`src/rtl/result_bcd_display_pkg.sv`:
```
// result_bcd_display_pkg: shared FSM states, segment patterns and double-dabble step
package result_bcd_display_pkg;
  typedef enum logic {IDLE, CONVERT} state_t;
  localparam int REFRESH_DIV_DEFAULT = 16;
  localparam logic [6:0] SEG_0 = 7'b1000000;
  localparam logic [6:0] SEG_1 = 7'b1111001;
  localparam logic [6:0] SEG_2 = 7'b0100100;
  localparam logic [6:0] SEG_3 = 7'b0110000;
  localparam logic [6:0] SEG_4 = 7'b0011001;
  localparam logic [6:0] SEG_5 = 7'b0010010;
  localparam logic [6:0] SEG_6 = 7'b0000010;
  localparam logic [6:0] SEG_7 = 7'b1111000;
  localparam logic [6:0] SEG_8 = 7'b0000000;
  localparam logic [6:0] SEG_9 = 7'b0010000;
  localparam logic [6:0] SEG_BLANK = 7'h7F;
  // Nibbles sit at [18:15] hundreds, [14:11] tens, [10:7] ones; binary in [6:0].
  function automatic logic [18:0] dd_step(input logic [18:0] s);
    logic [18:0] a;
    a = s;
    for (int i = 0; i < 3; i++)
      if (a[7+4*i +: 4] >= 4'd5) a[7+4*i +: 4] = a[7+4*i +: 4] + 4'd3;
    return {a[17:0], 1'b0};
  endfunction
endpackage

```
`src/rtl/result_bcd_display_if.sv`:
```
// result_bcd_display_if: upstream result handshake plus BCD and display outputs
interface result_bcd_display_if;
  logic [6:0] result;
  logic       done;
  logic       busy;
  logic       bcd_valid;
  logic [3:0] bcd_hundreds;
  logic [3:0] bcd_tens;
  logic [3:0] bcd_ones;
  logic       overrun;
  logic [6:0] seg;
  logic [2:0] an;
  modport master (output result, done,
                  input busy, bcd_valid, bcd_hundreds, bcd_tens, bcd_ones, overrun, seg, an);
  modport slave (input result, done,
                 output busy, bcd_valid, bcd_hundreds, bcd_tens, bcd_ones, overrun, seg, an);
endinterface

```
`src/rtl/result_bcd_display_seg7_decoder.sv`:
```
// seg7_decoder: BCD digit to active-low {g,f,e,d,c,b,a}; codes above 9 render blank
module seg7_decoder
  import result_bcd_display_pkg::*;
(
  input  logic [3:0] bcd,
  output logic [6:0] seg
);
  always_comb begin
    case (bcd)
      4'd0: seg = SEG_0;
      4'd1: seg = SEG_1;
      4'd2: seg = SEG_2;
      4'd3: seg = SEG_3;
      4'd4: seg = SEG_4;
      4'd5: seg = SEG_5;
      4'd6: seg = SEG_6;
      4'd7: seg = SEG_7;
      4'd8: seg = SEG_8;
      4'd9: seg = SEG_9;
      default: seg = SEG_BLANK;
    endcase
  end
endmodule

```
`src/rtl/result_bcd_display.sv`:
```
// result_bcd_display: 7-bit result to BCD via double-dabble, multiplexed onto a 3-digit display
module result_bcd_display
  import result_bcd_display_pkg::*;
#(
  parameter int REFRESH_DIV = REFRESH_DIV_DEFAULT
) (
  input logic clk,
  input logic reset_n,
  result_bcd_display_if.slave bus
);
  state_t state, state_n;
  logic [18:0] sr, sr_step;
  logic [2:0] cnt;
  logic bcd_valid, overrun;
  logic [3:0] hun, ten, one;
  logic [15:0] rcnt;
  logic [1:0] idx, idx_n;
  logic [2:0] an;
  logic [3:0] digit;
  logic wrap;
  always_comb begin
    state_n = state;
    state_n = (state == IDLE) ? (bus.done ? CONVERT : IDLE) : (cnt == 3'd6 ? IDLE : CONVERT);
  end
  always_ff @(posedge clk) begin
    if (!reset_n) state <= IDLE;
    else state <= state_n;
  end
  assign sr_step = dd_step(sr);
  // The seventh shift lands the finished digits, so they load straight from sr_step.
  always_ff @(posedge clk) begin
    if (!reset_n) begin
      sr <= '0;
      cnt <= '0;
      bcd_valid <= 1'b0;
      overrun <= 1'b0;
      hun <= '0;
      ten <= '0;
      one <= '0;
    end else begin
      bcd_valid <= 1'b0;
      if (state == IDLE && bus.done) begin
        sr <= {12'b0, bus.result};
        cnt <= '0;
        overrun <= 1'b0;
      end else if (state == CONVERT) begin
        sr <= sr_step;
        cnt <= cnt + 3'd1;
        if (bus.done) overrun <= 1'b1;
        if (cnt == 3'd6) begin
          hun <= sr_step[18:15];
          ten <= sr_step[14:11];
          one <= sr_step[10:7];
          bcd_valid <= 1'b1;
        end
      end
    end
  end
  assign wrap = rcnt == 16'(REFRESH_DIV - 1);
  assign idx_n = (idx == 2'd2) ? 2'd0 : idx + 2'd1;
  always_ff @(posedge clk) begin
    if (!reset_n) begin
      rcnt <= '0;
      idx <= '0;
      an <= 3'b110;
    end else begin
      rcnt <= wrap ? 16'd0 : rcnt + 16'd1;
      if (wrap) begin
        idx <= idx_n;
        an <= ~(3'b001 << idx_n);
      end
    end
  end
  // Code 4'hF is out of BCD range and decodes to a blank digit.
  assign digit = (idx == 2'd2) ? ((hun == 4'd0) ? 4'hF : hun) :
                 (idx == 2'd1) ? ((hun == 4'd0 && ten == 4'd0) ? 4'hF : ten) : one;
  seg7_decoder u_dec (.bcd(digit), .seg(bus.seg));
  assign bus.busy = state == CONVERT;
  assign bus.bcd_valid = bcd_valid;
  assign bus.overrun = overrun;
  assign bus.bcd_hundreds = hun;
  assign bus.bcd_tens = ten;
  assign bus.bcd_ones = one;
  assign bus.an = an;
endmodule

```
`src/flat_wrapper.sv`:
```
// flat-port wrapper written by rule: the top's interface ports become plain ports
module result_bcd_display_flat import result_bcd_display_pkg::*;
#(
  parameter int REFRESH_DIV = REFRESH_DIV_DEFAULT
)
  (clk, reset_n, bus_result, bus_done, bus_busy, bus_bcd_valid, bus_bcd_hundreds, bus_bcd_tens, bus_bcd_ones, bus_overrun, bus_seg, bus_an);
  result_bcd_display_if bus_i ();
  input logic clk;
  input logic reset_n;
  input wire logic [$bits(bus_i.result)-1:0] bus_result;
  input wire logic [$bits(bus_i.done)-1:0] bus_done;
  output wire logic [$bits(bus_i.busy)-1:0] bus_busy;
  output wire logic [$bits(bus_i.bcd_valid)-1:0] bus_bcd_valid;
  output wire logic [$bits(bus_i.bcd_hundreds)-1:0] bus_bcd_hundreds;
  output wire logic [$bits(bus_i.bcd_tens)-1:0] bus_bcd_tens;
  output wire logic [$bits(bus_i.bcd_ones)-1:0] bus_bcd_ones;
  output wire logic [$bits(bus_i.overrun)-1:0] bus_overrun;
  output wire logic [$bits(bus_i.seg)-1:0] bus_seg;
  output wire logic [$bits(bus_i.an)-1:0] bus_an;
  assign bus_i.result = bus_result;
  assign bus_i.done = bus_done;
  assign bus_busy = bus_i.busy;
  assign bus_bcd_valid = bus_i.bcd_valid;
  assign bus_bcd_hundreds = bus_i.bcd_hundreds;
  assign bus_bcd_tens = bus_i.bcd_tens;
  assign bus_bcd_ones = bus_i.bcd_ones;
  assign bus_overrun = bus_i.overrun;
  assign bus_seg = bus_i.seg;
  assign bus_an = bus_i.an;
  result_bcd_display #(.REFRESH_DIV(REFRESH_DIV)) u_core (.clk(clk), .reset_n(reset_n), .bus(bus_i));
endmodule
```
`config.mk`:
```
export PLATFORM = sky130hd
export DESIGN_NAME = result_bcd_display_flat
export DESIGN_NICKNAME = d
export VERILOG_FILES = /design/src/rtl/result_bcd_display_pkg.sv /design/src/rtl/result_bcd_display_if.sv /design/src/rtl/result_bcd_display_seg7_decoder.sv /design/src/rtl/result_bcd_display.sv /design/src/flat_wrapper.sv
export SDC_FILE = /design/constraint.sdc
export NUM_CORES = 1
export LEC_CHECK = 0
export CAP_MARGIN = 25
export CORE_MARGIN = 2
export CORE_UTILIZATION = 53
export CTS_BUF_LIST = sky130_fd_sc_hd__clkbuf_2
export CTS_CLUSTER_DIAMETER = 100
export DETAILED_ROUTE_END_ITERATION = 8
export HOLD_SLACK_MARGIN = 0.06
export PLACE_DENSITY = 0.88
export SYNTH_ARGS = -nofsm -noshare
export SYNTH_HDL_FRONTEND = slang
export SYNTH_SLANG_ARGS = --single-unit
```
`constraint.sdc`:
```
create_clock -name clk -period 4.1 [get_ports clk]
set_clock_uncertainty 0.1 [all_clocks]
set_input_delay 0.615 -clock clk [delete_from_list [all_inputs] [get_ports clk]]
set_output_delay 0.615 -clock clk [all_outputs]
set_load 0.01 [all_outputs]
```
==> results.yml, run 1 <==
run_status:
  outcome: "finished, final reports clean"
die:
  start_util: 0.547
  die_w_um: 76.4
  ios: 35
  num_rows: 26
  core-area_um2: 5070
  die_h_um: 76.4
  dieArea_um2: 5830
route:
  post-route-drc-count: 0
  drt-pass1-iter-count: 5
  wl_met1_um: 2480
  drtAntennaViolNets: 0
  avgRoutedWirePerCell_um: 13.2
  avgViaCountPerCell: 5.44
  drt-initial-drc-count: 114
  vias: 2333
  route.met2.wl_um: 2830
  wirelength_um: 5660
  highest_layer: "met4"
  met3WireLength_um: 267
sta:
  whs_ns: 0.406
  drv_slew: 0
  period_minus_slack_ns: 3.64
  max_slew_margin: 0.653
  hold_viol_final: 0
  rsz0062_at_grt: "no"
  post-route-period-util: 0.888
  tightestPinTransition_ns: 0.518
  max_freq_mhz: 275
  fin_setup_tns_ns: 0
  setup-violations-final: 0
  timing.final.ws_setup_ns: 0.460
placed_design:
  dp_slack_ns: 0.977
  place_congestion: 0.851
  io_buffers: 34
  dp_cells: 413
  dp_hpwl_um: 4170
logic_synthesis:
  yosysWarnings: 0
  syn_inst: 319
  synth_enable_flop_cells: 0
  syn-num-nets: 339
  seq_area_frac_synth: 0.418
  syn_area_per_cell_um2: 8.70
  synth_top_flop_cell: "dfxtp_1"
  yosysUniqueCellTypes: 41
  synth_seq_cells: 58
  syn_area_um2: 2780
  async_flop_share: 0
global_route:
  grt_max_degree: 39
  grt_pass1_wl_um: 9670
  grt_pass1_vias: 2222
  overflow: 0
  antenna_found_initial: 0
  grt_use_total: 0.206
hold_path:
  worstHoldStart: "u_core.bus.overrun"
  hold_path_depth: 2
  hold_class: "reg -> reg"
  hold_end: "u_core.bus.overrun"
clock_tree:
  cts_tree: "built"
  insertion_delay_ns: 0.48
  htreeDepth: 3
  postCtsSetupBuffers: 0
  cts_buffers: 9
  clk_pin_slew_ns: 0.15
  cts_root_buf: "clkbuf_2"
  holdBufCountCts: 0
  cts_resized: 0
  clockBufferDepth: 2
  cts_sinks: 58
layout:
  nets: 374
  drive_gt1_frac: 0.0696
  final_cell_mix: "dfxtp_1, nor2_1, clkdlybuf4s50_1, a21oi_1, mux2i_1"
  nFillCells: 430
  antenna_cells: 0
  fin_cells: 429
  area_delta_synth_final_pct: 16.7
  mostFrequentLayoutCell: "dfxtp_1"
job:
  drv_cap: 0
critical_path:
  max_stage_delay_ns: 0.58
  crit_path_end_kind: "primary output"
  critPathSlowestCell: "clkdlybuf4s50_1"
  cp.required_ns: 3.38
  r2r-end: "u_core.rcnt[6]"
  regToRegSetupSlack_ns: 2.02
  path_cells: "nor4_4 > nand2_1 > a21oi_2 > ha_1 > inv_1 > mux2_2 > mux2i_1 > clkdlybuf4s50_1"
  crit_type: "reg -> out"
  crit_path_start_kind: "register"
  timing.rr.start: "u_core.rcnt[0]"
  worst-r2r-cell-count: 5
  crit_fanout: 7
  crit_arrival_ns: 2.92
pwr:
  ir_drop_v: 0.000252
  power.density_nw_per_um2: 288
  p_leak_nw: 1.26
[worst max path at each step]
stage | startpoint | endpoint
3_5_place_dp | u_core.bus.bcd_hundreds[0] | bus_seg[6]
3_3_place_gp | u_core.bus.bcd_hundreds[0] | bus_seg[6]
2_1_floorplan | u_core.bus.bcd_hundreds[0] | bus_seg[6]
4_1_cts | u_core.bus.bcd_hundreds[0] | bus_seg[6]
5_1_grt | u_core.bus.bcd_hundreds[0] | bus_seg[6]
6_report | u_core.bus.bcd_hundreds[1] | bus_seg[6]
[synthesized netlist by cell type, drive strengths merged, types with 5 or more instances]
cell	instances	area, um2
xor2	8	70.1
xnor2	12	105
ha	10	125
buf	5	31.3
inv	12	45.0
nor4	5	61.3
nand2b	7	53.8
a22o	7	61.3
mux2i	18	180
a21oi	26	141
nand3	14	70.1
dfxtp	58	1160
nor3b	6	45.0
o21ai	18	90.1
and3	5	31.3
nor2	53	199
clkbuf	7	26.3
nand2	15	56.3
nand4	6	37.5
nor3	7	35.0
[stage by stage]
| stage | total power [mW] | instance area [um2] | utilization |
|---|---|---|---|
| detailed placement | 0.664 | 3160 | 0.623 |
| CTS | 0.943 | 3240 | 0.638 |
| global route | 0.981 | 3240 | 0.638 |
| floorplan | 0.641 | 2780 | - |
| finish | 0.932 | 3240 | 0.638 |
| global placement | 0.661 | 3160 | 0.623 |
[cell type report]
type                    count  area (um2)  share of cell area
clock buffers              12        60.1              0.0185
inverters                  13        48.8              0.0151
flip-flops and latches     58        1160               0.358
clock inverters             4        18.8             0.00579
well taps                  70        87.6              0.0270
repair buffers             36         355               0.110
multi-input cells         236        1510               0.465
[sequential cells by signal (all words and copies together), names as in the netlist]
register / flops
u_core.cnt: 3
u_core.bus.bcd_ones: 4
u_core.rcnt: 16
u_core.idx: 2
u_core.bus.bcd_tens: 4
u_core.bus.bcd_hundreds: 4
u_core.sr: 19
u_core.bus.an: 3
u_core.bus.bcd_valid: 1
u_core.bus.overrun: 1
u_core.bus.busy: 1
[per-layer routing]
metal,global-route usage,up-vias
met4,0.0764,0
met5,0,-
met3,0.0711,7
met1,0.237,1097
li1,-,1185
met2,0.353,44
[power by group]
group	total, mW	switching [mW]	internal (mW)
logic	0.0680	0.0371	0.0309
clock network	0.280	0.198	0.0828
registers	0.584	0.00923	0.575
total	0.932	0.244	0.689
[worst max-delay path, delay by kind of cell (launching register included)]
kind | cells | cell delay, ns
AO/OA/AOI/OAI | 1 | 0.28
buffers and inverters | 2 | 0.62
adder cells (fa/ha/maj) | 1 | 0.23
AND/OR/NAND/NOR | 2 | 0.50
multiplexers | 2 | 0.41
flip-flops | 1 | 0.42
[cells by family after synthesis]
kind of cell,after synthesis,share of synthesized area
AOI/OAI and AO/OA,61,0.135
xor gates and xnor gates,20,0.0631
adders and majority gates,10,0.0451
buffers and inverters,25,0.0383
DFF,58,0.418
muxes,19,0.0690
and+or+nand+nor,126,0.231
(Power assumes the default switching activity.)
==> run 2, diff against run 1 <==
--- a/config.mk
+++ b/config.mk
@@ -5,14 +5,15 @@
 export SDC_FILE = /design/constraint.sdc
 export NUM_CORES = 1
 export LEC_CHECK = 0
+export ABC_AREA = 1
 export CAP_MARGIN = 25
 export CORE_MARGIN = 2
-export CORE_UTILIZATION = 53
+export CORE_UTILIZATION = 58
 export CTS_BUF_LIST = sky130_fd_sc_hd__clkbuf_2
 export CTS_CLUSTER_DIAMETER = 100
 export DETAILED_ROUTE_END_ITERATION = 8
 export HOLD_SLACK_MARGIN = 0.06
-export PLACE_DENSITY = 0.88
+export PLACE_DENSITY = 0.93
 export SYNTH_ARGS = -nofsm -noshare
 export SYNTH_HDL_FRONTEND = slang
 export SYNTH_SLANG_ARGS = --single-unit
==> run 2 against run 1 <==
  * Clock power fell by 2%
  * Count of clock-buffer cells in the layout down 1
  * Maximum frequency rose by 10%
  * Synthesized area grew 5.9%
==> results.yml, run 2 <==
logic_synthesis:
  syn-num-nets: 429
  synthTopCellsByCount: "nand2_1, inv_1, dfxtp_1"
  synth_top_area_frac: 0.395
  yosysTopAreaCell: "dfxtp_1"
  synth.area.top_cells: "dfxtp_1, nand2_1, inv_1, nor2_1, ha_1"
  synth_seq_cells: 58
  yosysWarnings: 0
  syn_area_per_cell_um2: 7.19
  async_flop_share: 0
  synth_top_flop_cell: "dfxtp_1"
  synth_enable_flop_cells: 0
  syn_area_um2: 2940
  yosysMostFrequentCell: "nand2_1"
  yosysUniqueCellTypes: 37
  syn_inst: 409
  seq_area_frac_synth: 0.395
die:
  num_rows: 25
  core-area_um2: 4820
  ios: 35
  start_util: 0.610
  dieArea_um2: 5650
  die_h_um: 75.2
  die_w_um: 75.2
critical_path:
  cp.required_ns: 3.38
  path_cells: "nand2_2 > nor2_1 > o21ai_1 > nand2_1 > nand2_1 > ha_1 > nand2_1 > nand2_1 > inv_1 > nand2_1 > nand2_1 > clkdlybuf4s50_1"
  critPathSlowestCell: "clkdlybuf4s50_1"
  timing.rr.start: "u_core.bus.busy"
  worst-r2r-cell-count: 5
  crit_fanout: 6
  max_stage_delay_ns: 0.52
  crit_arrival_ns: 2.59
  crit_top_cell: "nand2_1"
  regToRegSetupSlack_ns: 2.23
  crit_path_start_kind: "register"
  crit_path_end_kind: "primary output"
  r2r-end: "u_core.bus.bcd_tens[0]"
  crit_type: "reg -> out"
global_route:
  overflow: 0
  grt_pass1_vias: 2486
  grt_pass1_wl_um: 10500
  grt_max_degree: 26
  grt_use_total: 0.243
  antenna_found_initial: 0
layout:
  largest_reg_flops: 19
  antenna_cells: 0
  reg_top3: "u_core.sr (19), u_core.rcnt (16)"
  nets: 469
  drive_gt1_frac: 0.101
  mostFrequentLayoutCell: "nand2_1"
  fin_util: 0.710
  regMostFlops: "u_core.sr"
  area_delta_synth_final_pct: 16.3
  final_cell_mix: "nand2_1, inv_1, dfxtp_1, nor2_1, clkdlybuf4s50_1"
clock_tree:
  cts_sinks: 58
  clockBufferDepth: 2
  postCtsSetupBuffers: 0
  clk_pin_slew_ns: 0.16
  cts_root_buf: "clkbuf_2"
  insertion_delay_ns: 0.48
  holdBufCountCts: 0
  cts_tree: "built"
  htreeDepth: 3
  cts_resized: 0
  cts_buffers: 9
placed_design:
  dp_slack_ns: 1.34
  dp_hpwl_um: 4640
  io_buffers: 34
  place_congestion: 0.863
job:
  drv_cap: 0
sta:
  max_slew_margin: 0.628
  setup-violations-final: 0
  fin_setup_tns_ns: 0
  max_freq_mhz: 303
  hold_viol_final: 0
  post-route-period-util: 0.806
  tightestPinTransition_ns: 0.556
  period_minus_slack_ns: 3.30
  rsz0062_at_grt: "no"
  drv_slew: 0
  timing.final.ws_setup_ns: 0.797
route:
  route.met2.wl_um: 2860
  drt-initial-drc-count: 165
  post-route-drc-count: 0
  wl_met1_um: 2770
  highest_layer: "met4"
  wirelength_um: 6130
  drt-pass1-iter-count: 4
  met3WireLength_um: 338
  avgViaCountPerCell: 5.20
  drtAntennaViolNets: 0
  avgRoutedWirePerCell_um: 11.8
  vias: 2710
pwr:
  ir_drop_v: 0.000159
  p_leak_nw: 1.49
  power.density_nw_per_um2: 278
  finalPower_uw: 949
hold_path:
  hold_class: "reg -> reg"
  hold_end: "u_core.rcnt[0]"
  worstHoldStart: "u_core.rcnt[0]"
  hold_path_depth: 1
run_status:
  outcome: "finished, final reports clean"
==> run 2: cell types whose count changed in the layout (fill, tap and decap cells not counted), sizes merged, moves of 7 or more <==
cell    before  now
nand2b       7    0
nand2       15   94
nor2        53   46
o211ai       1    8
o21ai       18   26
mux2i       18    0
inv         12   73
o22ai        0    8
nand3       14   22
xnor2       12    0
==> run 2: final cells by class <==
class / count / area [um2]
fillers: 400 / 1400
inverters: 73 / 274
multi-input cells: 272 / 1480
well taps: 67 / 83.8
repair buffers: 35 / 348
flip-flops and latches: 58 / 1160
clock buffers: 11 / 55.1
clock inverters: 5 / 21.3
==> run 2: how the worst max path moves through the flow <==
stage | startpoint | end | depth (start not counted)
2_1_floorplan | u_core.bus.bcd_hundreds[2] | bus_seg[3] | 11
3_3_place_gp | u_core.idx[0] | bus_seg[3] | 12
3_5_place_dp | u_core.idx[0] | bus_seg[3] | 12
4_1_cts | u_core.idx[0] | bus_seg[3] | 12
5_1_grt | u_core.bus.bcd_hundreds[3] | bus_seg[3] | 12
6_report | u_core.idx[0] | bus_seg[3] | 12
==> run 2: logic make-up after synthesis <==
kind of cell	synth area share
fa+ha+maj	0.0426
buf+inv	0.103
compound gates	0.154
xor+xnor	0.0268
simple gates	0.279
flops	0.395
==> run 2: metal layers <==
metal | global-route usage | up-vias
met2 | 0.411 | 71
met1 | 0.282 | 1225
met5 | 0 | -
li1 | - | 1396
met3 | 0.0763 | 18
met4 | 0.105 | 0
==> run 2: worst max-delay path, delay by kind of cell (launching register included) <==
| kind | cells | cell delay, ns |
|---|---|---|
| compound gates | 1 | 0.07 |
| buf+inv | 2 | 0.57 |
| simple gates | 8 | 0.69 |
| fa+ha+maj | 1 | 0.29 |
| flops | 1 | 0.50 |
==> run 2: power breakdown <==
part	switching (mW)	internal [mW]
combinational	0.0511	0.0331
sequential	0.0119	0.579
clock	0.198	0.0772
==> run 2: through the flow <==
| step | area (um2) | cells | hold slack [ns] |
|---|---|---|---|
| floorplan | 2940 | 409 | 0.318 |
| global placement | 3340 | 505 | 0.331 |
| detailed placement | 3340 | 505 | 0.343 |
| CTS | 3420 | 521 | 0.368 |
| global route | 3420 | 521 | 0.397 |
| finish | 3420 | 521 | 0.365 |
